File: src/rtl/i2c_master_ctrl_if.sv
// Bus bundle between the I2C write sequencer and its environment
// (requester, serial shift register and the SCL/SDA pads).
interface i2c_master_ctrl_if;
    logic       Start;
    logic [6:0] SlaveAddr;
    logic [7:0] WriteData;
    logic       ShiftOut;
    logic [7:0] DataIn;
    logic       Load;
    logic       Shift;
    logic       ShiftCLK;
    logic       SCL;
    logic       SdaDriveLow;
    logic       SdaIn;
    logic       Busy;
    logic       Done;
    logic       AckError;

    modport master (
        input  Start, SlaveAddr, WriteData, ShiftOut, SdaIn,
        output DataIn, Load, Shift, ShiftCLK, SCL, SdaDriveLow, Busy, Done, AckError
    );

    modport slave (
        output Start, SlaveAddr, WriteData, ShiftOut, SdaIn,
        input  DataIn, Load, Shift, ShiftCLK, SCL, SdaDriveLow, Busy, Done, AckError
    );
endinterface

File: src/rtl/i2c_master_ctrl.sv
// Byte-level I2C write sequencer: START, address+W, ACK, data, ACK, STOP,
// feeding an external shift register and driving SCL / open-drain SDA.
module i2c_master_ctrl #(
    parameter int CLK_DIV = 250
) (
    input  logic               CLK,
    input  logic               RESET,
    i2c_master_ctrl_if.master  bus
);

    localparam int QW = (CLK_DIV > 1) ? $clog2(CLK_DIV) : 1;
    localparam logic [QW-1:0] Q_LAST = QW'(CLK_DIV - 1);

    typedef enum logic [2:0] {
        IDLE  = 3'd0,
        START = 3'd1,
        ADDR  = 3'd2,
        ACK1  = 3'd3,
        DATA  = 3'd4,
        ACK2  = 3'd5,
        STOP  = 3'd6,
        DONE  = 3'd7
    } stateT;

    stateT         state;
    logic [QW-1:0] qCnt;
    logic [1:0]    phase;
    logic [2:0]    bitCnt;
    logic [7:0]    dataReg;
    logic          qTick;
    logic          bitEnd;

    // Quarter tick and end-of-bit strobe; timers never run in IDLE/DONE.
    always_comb begin
        qTick  = 1'b0;
        bitEnd = 1'b0;
        if ((state != IDLE) && (state != DONE)) begin
            qTick  = (qCnt == Q_LAST);
            bitEnd = (qCnt == Q_LAST) && (phase == 2'd3);
        end else begin
            qTick  = 1'b0;
            bitEnd = 1'b0;
        end
    end

    // Sequencer, timers and all registered outputs.
    always_ff @(posedge CLK or negedge RESET) begin
        if (!RESET) begin
            state           <= IDLE;
            qCnt            <= '0;
            phase           <= 2'd0;
            bitCnt          <= 3'd0;
            dataReg         <= 8'h00;
            bus.DataIn      <= 8'h00;
            bus.Load        <= 1'b0;
            bus.Shift       <= 1'b0;
            bus.ShiftCLK    <= 1'b0;
            bus.SCL         <= 1'b1;
            bus.SdaDriveLow <= 1'b0;
            bus.Busy        <= 1'b0;
            bus.Done        <= 1'b0;
            bus.AckError    <= 1'b0;
        end else begin
            bus.Load     <= 1'b0;
            bus.Shift    <= 1'b0;
            bus.ShiftCLK <= 1'b0;
            bus.Busy     <= (state != IDLE);
            bus.Done     <= (state == DONE);

            // Line levels follow the current bit phase one clock later, so SDA
            // updates from the shift register always land while SCL is low.
            case (state)
                START: begin
                    bus.SCL         <= 1'b1;
                    bus.SdaDriveLow <= phase[1];
                end
                ADDR, DATA: begin
                    bus.SCL         <= phase[1];
                    bus.SdaDriveLow <= ~bus.ShiftOut;
                end
                ACK1, ACK2: begin
                    bus.SCL         <= phase[1];
                    bus.SdaDriveLow <= 1'b0;
                end
                STOP: begin
                    bus.SCL         <= phase[1];
                    bus.SdaDriveLow <= (phase != 2'd3);
                end
                default: begin
                    bus.SCL         <= 1'b1;
                    bus.SdaDriveLow <= 1'b0;
                end
            endcase

            if ((state == IDLE) || (state == DONE)) begin
                qCnt  <= '0;
                phase <= 2'd0;
            end else if (qTick) begin
                qCnt  <= '0;
                phase <= phase + 2'd1;
            end else begin
                qCnt  <= qCnt + QW'(1);
            end

            case (state)
                IDLE: begin
                    if (bus.Start) begin
                        dataReg      <= bus.WriteData;
                        bus.DataIn   <= {bus.SlaveAddr, 1'b0};
                        bus.Load     <= 1'b1;
                        bus.AckError <= 1'b0;
                        state        <= START;
                    end
                end
                START: begin
                    if (bitEnd) begin
                        bitCnt <= 3'd7;
                        state  <= ADDR;
                    end
                end
                ADDR, DATA: begin
                    if (bitEnd) begin
                        bus.Shift    <= 1'b1;
                        bus.ShiftCLK <= 1'b1;
                        bitCnt       <= bitCnt - 3'd1;
                        if (bitCnt == 3'd0) begin
                            state <= (state == ADDR) ? ACK1 : ACK2;
                        end
                    end
                end
                ACK1, ACK2: begin
                    if (bitEnd) begin
                        if (bus.SdaIn) begin
                            bus.AckError <= 1'b1;
                            state        <= STOP;
                        end else if (state == ACK1) begin
                            bus.DataIn <= dataReg;
                            bus.Load   <= 1'b1;
                            bitCnt     <= 3'd7;
                            state      <= DATA;
                        end else begin
                            state <= STOP;
                        end
                    end
                end
                STOP: begin
                    if (bitEnd) begin
                        state <= DONE;
                    end
                end
                DONE: begin
                    state <= IDLE;
                end
                default: begin
                    state <= IDLE;
                end
            endcase
        end
    end

endmodule

File: src/flat_wrapper.sv
// flat-port wrapper written by rule: the top's interface ports become plain ports
module i2c_master_ctrl_flat 
#(
    parameter int CLK_DIV = 250
)
  (CLK, RESET, bus_Start, bus_SlaveAddr, bus_WriteData, bus_ShiftOut, bus_SdaIn, bus_DataIn, bus_Load, bus_Shift, bus_ShiftCLK, bus_SCL, bus_SdaDriveLow, bus_Busy, bus_Done, bus_AckError);
  i2c_master_ctrl_if bus_i ();
  input  logic CLK;
  input  logic RESET;
  input wire logic [$bits(bus_i.Start)-1:0] bus_Start;
  input wire logic [$bits(bus_i.SlaveAddr)-1:0] bus_SlaveAddr;
  input wire logic [$bits(bus_i.WriteData)-1:0] bus_WriteData;
  input wire logic [$bits(bus_i.ShiftOut)-1:0] bus_ShiftOut;
  input wire logic [$bits(bus_i.SdaIn)-1:0] bus_SdaIn;
  output wire logic [$bits(bus_i.DataIn)-1:0] bus_DataIn;
  output wire logic [$bits(bus_i.Load)-1:0] bus_Load;
  output wire logic [$bits(bus_i.Shift)-1:0] bus_Shift;
  output wire logic [$bits(bus_i.ShiftCLK)-1:0] bus_ShiftCLK;
  output wire logic [$bits(bus_i.SCL)-1:0] bus_SCL;
  output wire logic [$bits(bus_i.SdaDriveLow)-1:0] bus_SdaDriveLow;
  output wire logic [$bits(bus_i.Busy)-1:0] bus_Busy;
  output wire logic [$bits(bus_i.Done)-1:0] bus_Done;
  output wire logic [$bits(bus_i.AckError)-1:0] bus_AckError;
  assign bus_i.Start = bus_Start;
  assign bus_i.SlaveAddr = bus_SlaveAddr;
  assign bus_i.WriteData = bus_WriteData;
  assign bus_i.ShiftOut = bus_ShiftOut;
  assign bus_i.SdaIn = bus_SdaIn;
  assign bus_DataIn = bus_i.DataIn;
  assign bus_Load = bus_i.Load;
  assign bus_Shift = bus_i.Shift;
  assign bus_ShiftCLK = bus_i.ShiftCLK;
  assign bus_SCL = bus_i.SCL;
  assign bus_SdaDriveLow = bus_i.SdaDriveLow;
  assign bus_Busy = bus_i.Busy;
  assign bus_Done = bus_i.Done;
  assign bus_AckError = bus_i.AckError;
  i2c_master_ctrl #(.CLK_DIV(CLK_DIV)) u_core (.CLK(CLK), .RESET(RESET), .bus(bus_i));
endmodule
File: config.mk
export PLATFORM = sky130hd
export DESIGN_NAME = i2c_master_ctrl_flat
export DESIGN_NICKNAME = d
export VERILOG_FILES = /design/src/rtl/i2c_master_ctrl_if.sv /design/src/rtl/i2c_master_ctrl.sv /design/src/flat_wrapper.sv
export SDC_FILE = /design/constraint.sdc
export NUM_CORES = 1
export LEC_CHECK = 0
export BUFFER_PORTS_ARGS = -buffer_cell sky130_fd_sc_hd__buf_4
export CAP_MARGIN = 25
export CORE_ASPECT_RATIO = 1.2
export CORE_UTILIZATION = 44
export CTS_BUF_LIST = sky130_fd_sc_hd__clkbuf_4 sky130_fd_sc_hd__clkbuf_8
export DETAILED_ROUTE_END_ITERATION = 8
export PLACE_DENSITY_LB_ADDON = 0.25
export SETUP_SLACK_MARGIN = 0.05
export SYNTH_ARGS = -nofsm -noshare
export SYNTH_HDL_FRONTEND = slang
export SYNTH_SLANG_ARGS = --single-unit
export TNS_END_PERCENT = 20
File: constraint.sdc
create_clock -name CLK -period 1.5 [get_ports CLK]
set_input_delay 0.075 -clock CLK [delete_from_list [all_inputs] [get_ports CLK]]
set_output_delay 0.075 -clock CLK [all_outputs]
set_load 0.02 [all_outputs]
After elaboration in Yosys (flattened, before gate mapping) --
Index checks and enable logic that the tools add are counted.
Storage, ports and cells: word-level logic and storage cells 93, input port bits 20, register bits 39, output and inout port bits 16
Cells by class: reductions and logical operators 17, equal/unequal tests 20, muxes and demuxes 39, $add $sub $neg 3, bitwise logic cells 1
Operators by type and width (number):
- $mux W8 | 6
- $mux W3 | 12
- $pmux W3 S6 | 1
- $pmux W8 S2 | 1
- $eq A3 B3 Y1 const B | 4
- $mux W1 | 12
- $ne A2 B1 Y1 const B | 6
- $reduce_and A6 Y1 | 2
- $pmux W3 S3 | 1
- $add A8 B1 Y8 const B | 1
- $eq A8 B8 Y1 const B | 1
- $ne A2 B2 Y1 const B | 4
- $eq A3 B2 Y1 const B | 2
- $logic_not A3 Y1 | 2
- $mux W2 | 3
- $reduce_bool A3 Y1 | 2
- $reduce_and A5 Y1 | 1
- $reduce_or A5 Y1 | 1
- $pmux W1 S2 | 2
- $reduce_and A4 Y1 | 1
- $reduce_bool A2 Y1 | 2
- $reduce_or A2 Y1 | 2
- $eq A3 B1 Y1 const B | 1
- $ne A3 B3 Y1 const B | 1
- 8 further kinds | 9

Longest topological paths before layout --
Gate-level depths: netlist of run 1.
depth in word-level cells 5, depth in mapped cells 7, gate-level depth less buffers 6

Least setup slack after synthesis of run 1 --
Ideal clock, no wire load.
kind register -> register, start register u_core.qCnt[1], end register u_core.bitCnt[0], data required time 1.375 ns, stages on the path, launching flop included 7, setup time 0.125 ns, path slack -0.167 ns, period minus slack after synthesis 1.667 ns, arrival time 1.542 ns, buffers on the path 0, path through dfrtp_1 -> inv_1 -> ha_1 -> nand4b_1 -> nor2_4 -> and4_1 -> mux2_2
On the way: word-level cells in the longest chain between the ends 5, elaborated cells on any way between the ends 7, classes of those cells eq/ne: 4; mux: 1; reduce/logical: 2
Ends and longest elaborated chain:
- start, declared | line i2c_master_ctrl.sv:26 | logic [QW-1:0] qCnt;
- start signal, assigned | line i2c_master_ctrl.sv:102 | qCnt <= qCnt + QW'(1);
- $eq A8 B8 Y1 * | line i2c_master_ctrl.sv:39 | bitEnd = (qCnt == Q_LAST) && (phase == 2'd3);
- $logic_and A1 B1 Y1 * | line i2c_master_ctrl.sv:39
- $mux W1 * | line i2c_master_ctrl.sv:37 | if ((state != IDLE) && (state != DONE)) begin
- $ne A2 B1 Y1 (no line)
- $reduce_and A6 Y1 (no line) *
- end signal, assigned | line i2c_master_ctrl.sv:125 | bitCnt <= bitCnt - 3'd1;
- end, declared | line i2c_master_ctrl.sv:28 | logic [2:0] bitCnt;
Every way passes the cells marked *; elsewhere a longest branch is shown, timed or not. A chain may end at the register's enable or synchronous reset.

Worst setup path in the final report of run 1 --
start register u_core.qCnt[1], end register u_core.bus.DataIn[6]
On the way: word-level cells in the longest chain between the ends 5
Ends and longest elaborated chain:
- $eq A8 B8 Y1 | line i2c_master_ctrl.sv:39
- $logic_and A1 B1 Y1 | line i2c_master_ctrl.sv:39
- $mux W1 | line i2c_master_ctrl.sv:37
- $ne A2 B1 Y1 (no line)
- $reduce_and A5 Y1 (no line)
- end signal, assigned | line i2c_master_ctrl.sv:109 | bus.DataIn <= {bus.SlaveAddr, 1'b0};
- end signal, assigned | line i2c_master_ctrl.sv:137 | bus.DataIn <= dataReg;
- end, declared | line i2c_master_ctrl_if.sv:21 | output DataIn, Load, Shift, ShiftCLK, SCL, SdaDriveLow, Busy, Done, AckError
No other way between the ends.

==> results.sh, run 1 <==
export IMPL_status="finished with violations"
export IMPL_violations="setup timing"
export IMPL_async_reset_ff_share_pct=100
export IMPL_grt_pass1_vias=1502
export IMPL_arrival_ns=1.83
export IMPL_final_cell_mix="buf_4 (64), dfrtp_1 (37), nor2_1 (16)"
export IMPL_crit_start="u_core.qCnt[1]"
export IMPL_post_route_period_util_pct=110
export IMPL_cts_root_buf="clkbuf_8"
export IMPL_core_sq_um=3970
export IMPL_num_vias=1379
export IMPL_ctsLongestPathBuffers=2
export IMPL_cap_violations=0
export IMPL_worstSetupPathType="flop to flop"
export IMPL_relSlewSlack_pct=68.4
export IMPL_nets=248
export IMPL_r2r_start="u_core.qCnt[1]"
export IMPL_synth_edf_count=0
export IMPL_rsz0062_at_grt="yes"
export IMPL_rr_worst_depth=8
export IMPL_grt_pass1_wl_um=6420
export IMPL_fin_ws_ns=-0.155
export IMPL_routed_wirelength_um=3770
export IMPL_drtIter0Drc=43
export IMPL_finalSetupViolations=21
export IMPL_firstDrtPassIters=4
export IMPL_synth_distinct_cells=40
export IMPL_n_fill_cell=336
export IMPL_syn_to_final_growth_pct=40.3
export IMPL_peakVddDrop_mv=0.689
export IMPL_finalPower_mw=2.65
export IMPL_whs_ns=0.0177
export IMPL_dp_cells=265
export IMPL_via_per_inst=4.96
export IMPL_cpMostUsedCell="buf_12"
export IMPL_cp_slowest_cell="dfrtp_1"
export IMPL_io_buffers=35
export IMPL_cts_reportedPaths_clkPinSlew_ns=0.07
export IMPL_numCtsBuffers=5
export IMPL_avgSynthCellArea_sq_um=12.1
export IMPL_syn_area_sq_um=1840
export IMPL_r2r_end="u_core.bus.DataIn[6]"
export IMPL_tns_ns=-2.01
export IMPL_grtUsageTotal_pct=19.7
export IMPL_hp_start="bus_WriteData[4]"
export IMPL_synth_seq_cells=39
export IMPL_ys_seq_area_share_pct=53.1
export IMPL_slew_violations=0
export IMPL_holdPathEnd="u_core.dataReg[4]"
export IMPL_crit_path_max_fanout=8
export IMPL_hold_violations=0
export IMPL_cp_end_kind="flop"
export IMPL_layout_drive_gt1_share_pct=46.9
export IMPL_rows=25
export IMPL_n_antenna_cell=0
export IMPL_tightest_slew_ns=0.474
export IMPL_multi_input_area_sq_um=832
export IMPL_ant_nets=0
export IMPL_fmax_mhz=604
export IMPL_cts_sinks=39
export IMPL_fin_crit_ns=1.66
export IMPL_final_common_cell="buf_4"
export IMPL_whs_path_depth=2
export IMPL_synthCells=152
export IMPL_grt_overflow=0
export IMPL_fin_cells=278
export IMPL_start_util_pct=46.3
export IMPL_start_kind="flop"
export IMPL_crit_chain="inv_1 -> ha_2 -> nand4b_1 -> nor2_4 -> buf_12 -> a21oi_4 -> buf_12 -> mux2_2"
export IMPL_cts_tree="yes"
export IMPL_dieArea_sq_um=4440
export IMPL_power_density_nw_per_um2=1030
export IMPL_gp_congestion=0.772
export IMPL_die_w_um=61.0
export IMPL_antenna_found_initial=0
export IMPL_drc_errors=0
export IMPL_dp_hpwl_um=2800
export IMPL_p_leak_nw=1.23
export IMPL_finClkSkew_ns=0.00505
export IMPL_clock_latency_ns=0.29
export IMPL_wl_per_cell_um=13.6
export IMPL_die_h_um=72.8
export IMPL_grt_max_degree=40
export IMPL_reg2reg_slack_ns=-0.16
export IMPL_cpPeakStageDelay_ns=0.38
export IMPL_ioPinCount=36
export IMPL_utilization_pct=65.0
export IMPL_required_ns=1.68
export IMPL_ys_flop_type="dfrtp_1"
export IMPL_ff_latch_area_sq_um=978
export IMPL_htreeDepth=2
export IMPL_syn_num_nets=177
export IMPL_ys_warn_count=0
export IMPL_hold_class="primary input to flop"
==> synthesized netlist by cell type (3+ instances only) <==
library cell / n / area share (%)
dfrtp_1: 38 / 52
mux2_2: 17 / 10
nor2_1: 16 / 3.3
mux2_1: 7 / 4.3
nand3_1: 6 / 1.6
ha_1: 5 / 3.4
inv_1: 5 / 1.0
buf_2: 4 / 1.1
nand2_1: 4 / 0.82
xnor2_1: 4 / 1.9
and3_1: 3 / 1.0
mux2i_1: 3 / 1.6
xor2_1: 3 / 1.4
==> stage by stage <==
step | setup slack [ns] | cell area (sq um)
final | -0.155 | 2580
after global routing | -0.262 | 2580
after CTS | -0.184 | 2570
after detailed placement | -0.236 | 2420
after global placement | -0.180 | 2420
after floorplan | -0.167 | 1840
==> worst max-delay path by stage <==
stage / endpoint
finish: u_core.bus.DataIn[6]
global route: u_core.bus.DataIn[5]
CTS: u_core.bus.DataIn[1]
detailed placement: u_core.bitCnt[1]
global placement: u_core.bitCnt[0]
floorplan: u_core.bitCnt[0]
==> logic make-up (layout without fill, tap and decap cells) <==
group,after synthesis,in the layout,synth area share (%)
DFF,39,39,53.1
buffers and inverters,11,83,2.93
AOI/OAI and AO/OA,13,13,5.51
xor gates and xnor gates,8,8,4.22
muxes,27,27,16.3
and+or+nand+nor,48,48,13.9
adders and majority gates,6,6,3.95
==> state kept, by name (all words and copies together) (netlist names), 2 cells and up <==
signal	flops
u_core.phase	2
u_core.bitCnt	3
u_core.state	3
u_core.qCnt	8
u_core.bus.DataIn	8
u_core.dataReg	8
==> what timing repair did <==
action / CTS / global route
resized for setup: 7 / 0
hold buffers: 1 / 1
endpoints found under the hold margin: 38 / 1
endpoints found under the setup margin: 30 / 34
pin swaps: 5 / 2
setup buffers: 3 / 0
==> worst max-delay path, delay by kind of cell (launching register included) <==
| kind | cells | cell delay (ns) |
|---|---|---|
| flops | 1 | 0.38 |
| simple gates | 2 | 0.35 |
| buf+inv | 3 | 0.33 |
| mux | 1 | 0.26 |
| fa+ha+maj | 1 | 0.17 |
| compound gates | 1 | 0.05 |
==> report_power, final <==
group          internal [mW]  leakage [nW]  total, mW  switching, mW
logic                  0.327         0.688      0.599          0.272
clock network          0.438        0.0549      0.784          0.347
registers               1.20         0.488       1.27         0.0720
==> per-layer routing <==
metal	vias to the layer above	share of wire, %	global-route usage [%]
met2	25	54	35.4
met1	675	41	21.7
met4	0	1.2	6.31
met3	5	3.7	5.85
met5	-	0	0
li1	674	-	-
==> layout make-up <==
class / instances / area share [%]
clock buffers: 8 / 4.02
flip-flops and latches: 39 / 37.9
repair buffers: 70 / 22.5
well taps: 54 / 2.62
multi-input cells: 102 / 32.2
inverters: 5 / 0.727
(Power assumes the default switching activity.)
==> inputs of run 2 (changes only) <==
BUFFER_PORTS_ARGS = -buffer_cell sky130_fd_sc_hd__buf_2   (was -buffer_cell sky130_fd_sc_hd__buf_4)
clock period = 1.9 ns   (was 1.5 ns; I/O delays follow)
==> results.sh, run 2 (synthesized netlist as in run 1, its figures left out) <==
export IMPL_slew_violations=0
export IMPL_grtUsageMet2_pct=31.3
export IMPL_met1_usage_pct=19.0
export IMPL_final_cell_mix="dfrtp_1 (38), buf_2 (35), nor2_1 (16)"
export IMPL_grt_util_met3_pct=6.03
export IMPL_final_common_cell="dfrtp_1"
export IMPL_p_int_mw=1.36
export IMPL_crit_path_max_fanout=7
export IMPL_biggestRegsByFlops="u_core.bus.DataIn (8), u_core.dataReg (8), u_core.qCnt (8)"
export IMPL_hp_start="bus_WriteData[0]"
export IMPL_arrival_ns=1.97
export IMPL_crit_start="u_core.qCnt[1]"
export IMPL_hold_violations=0
export IMPL_gp_congestion=0.711
export IMPL_relSlewSlack_pct=42.8
export IMPL_fin_crit_ns=1.79
export IMPL_via_per_inst=5.08
export IMPL_numCtsBuffers=5
export IMPL_n_antenna_cell=0
export IMPL_grt_pass1_wl_um=5660
export IMPL_post_route_period_util_pct=94.4
export IMPL_cpPeakStageDelay_ns=0.40
export IMPL_cts_root_buf="clkbuf_8"
export IMPL_p_leak_nw=1.05
export IMPL_start_kind="flop"
export IMPL_crit_end="u_core.bitCnt[1]"
export IMPL_n_fill_cell=354
export IMPL_r2r_end="u_core.bitCnt[1]"
export IMPL_cp_end_kind="flop"
export IMPL_die_w_um=61.0
export IMPL_required_ns=2.08
export IMPL_p_comb_share_pct=15.6
export IMPL_finalSetupViolations=0
export IMPL_grt_max_degree=40
export IMPL_ant_nets=0
export IMPL_htreeDepth=2
export IMPL_power_switching_mw=0.528
export IMPL_core_sq_um=3970
export IMPL_num_vias=1274
export IMPL_dieArea_sq_um=4440
export IMPL_clock_latency_ns=0.29
export IMPL_firstDrtPassIters=5
export IMPL_dp_cells=240
export IMPL_dp_hpwl_um=2470
export IMPL_drc_errors=0
export IMPL_syn_to_final_growth_pct=20.5
export IMPL_grt_overflow=0
export IMPL_cap_violations=0
export IMPL_tns_ns=0
export IMPL_die_h_um=72.8
export IMPL_reg2reg_slack_ns=0.11
export IMPL_rr_worst_depth=6
export IMPL_r2r_start="u_core.qCnt[1]"
export IMPL_grt_pass1_vias=1333
export IMPL_ctsLongestPathBuffers=2
export IMPL_hold_class="primary input to flop"
export IMPL_p_sw_share_pct=27.9
export IMPL_tightest_slew_ns=0.858
export IMPL_peakVddDrop_mv=0.597
export IMPL_finClkSkew_ns=0.00521
export IMPL_nets=221
export IMPL_layout_drive_gt1_share_pct=39.1
export IMPL_wl_per_cell_um=13.5
export IMPL_worstSetupPathType="flop to flop"
export IMPL_whs_ns=0.0360
export IMPL_cts_reportedPaths_clkPinSlew_ns=0.07
export IMPL_drtIter0Drc=34
export IMPL_fmax_mhz=558
export IMPL_pwr_share_seq_pct=55.1
export IMPL_pwr_share_clk_pct=29.2
export IMPL_io_buffers=35
export IMPL_routed_wirelength_um=3380
export IMPL_rsz0062_at_grt="yes"
export IMPL_cp_slowest_cell="dfrtp_1"
export IMPL_grt_busiest_layer="met2"
export IMPL_fin_cells=251
export IMPL_start_util_pct=46.3
export IMPL_cts_tree="yes"
export IMPL_antenna_found_initial=0
export IMPL_rows=25
export IMPL_ioPinCount=36
export IMPL_crit_chain="inv_1 -> ha_2 -> nand4b_1 -> nor2_4 -> and4_4 -> mux2_4"
export IMPL_grtUsageTotal_pct=17.6
export IMPL_status="completed"
export IMPL_cts_sinks=39
export IMPL_power_density_nw_per_um2=852
==> run 2: final cells by class <==
| cell class | instances | area [sq um] | area share [%] |
|---|---|---|---|
| flip-flops and latches | 39 | 977 | 44.1 |
| multi-input cells | 102 | 827 | 37.3 |
| repair buffers | 43 | 238 | 10.7 |
| inverters | 5 | 18.8 | 0.846 |
| clock buffers | 6 | 76.3 | 3.44 |
| clock inverters | 2 | 12.5 | 0.564 |
| well taps | 54 | 67.6 | 3.05 |
==> run 2: per-layer routing <==
metal	part of all wire (%)	vias up
li1	-	611
met1	40	634
met2	54	23
met3	3.6	6
met4	1.6	0
met5	0	-
==> run 2: stage by stage <==
step	util, %	instance area (sq um)	total power, mW	worst slack, ns
6_report	55.8	2220	1.89	0.106
5_1_grt	55.8	2220	2.00	-0.00717
4_1_cts	55.1	2190	1.91	0.0679
3_5_place_dp	52.6	2090	1.35	0.0762
3_3_place_gp	52.6	2090	1.32	0.143
2_1_floorplan	-	1840	1.23	0.233
==> run 2: worst min-delay path by stage <==
| stage | cells past startpoint | end | slack [ns] |
|---|---|---|---|
| 6_report | 2 | u_core.dataReg[0] | 0.04 |
| 5_1_grt | 2 | u_core.dataReg[7] | 0.03 |
| 4_1_cts | 2 | u_core.dataReg[4] | 0.03 |
| 3_5_place_dp | 1 | u_core.bus.SdaDriveLow | 0.26 |
| 3_3_place_gp | 1 | u_core.bus.SdaDriveLow | 0.24 |
| 2_1_floorplan | 0 | u_core.bitCnt[0] | -0.20 |
==> run 2: repair_timing <==
action                                 in CTS  in global routing
hold buffers                                1                  0
setup buffers                               0                  2
endpoints found under the hold margin      38                  0
resized for setup                           0                  4
setup endpoints to repair                   0                  2
==> run 2: worst max-delay path, delay by kind of cell, from the launching register on <==
| family | cells | cell delay, ns |
|---|---|---|
| DFF | 1 | 0.40 |
| buffers and inverters | 1 | 0.07 |
| and+or+nand+nor | 3 | 0.75 |
| muxes | 1 | 0.30 |
| adders and majority gates | 1 | 0.17 |
==> run 2: power by group through the flow <==
stage,combinational (mW),clock [mW],sequential [mW]
finish,0.296,0.552,1.04
global route,0.335,0.608,1.06
CTS,0.301,0.572,1.04
detailed placement,0.296,0,1.06
global placement,0.278,0,1.04
floorplan,0.176,0,1.06
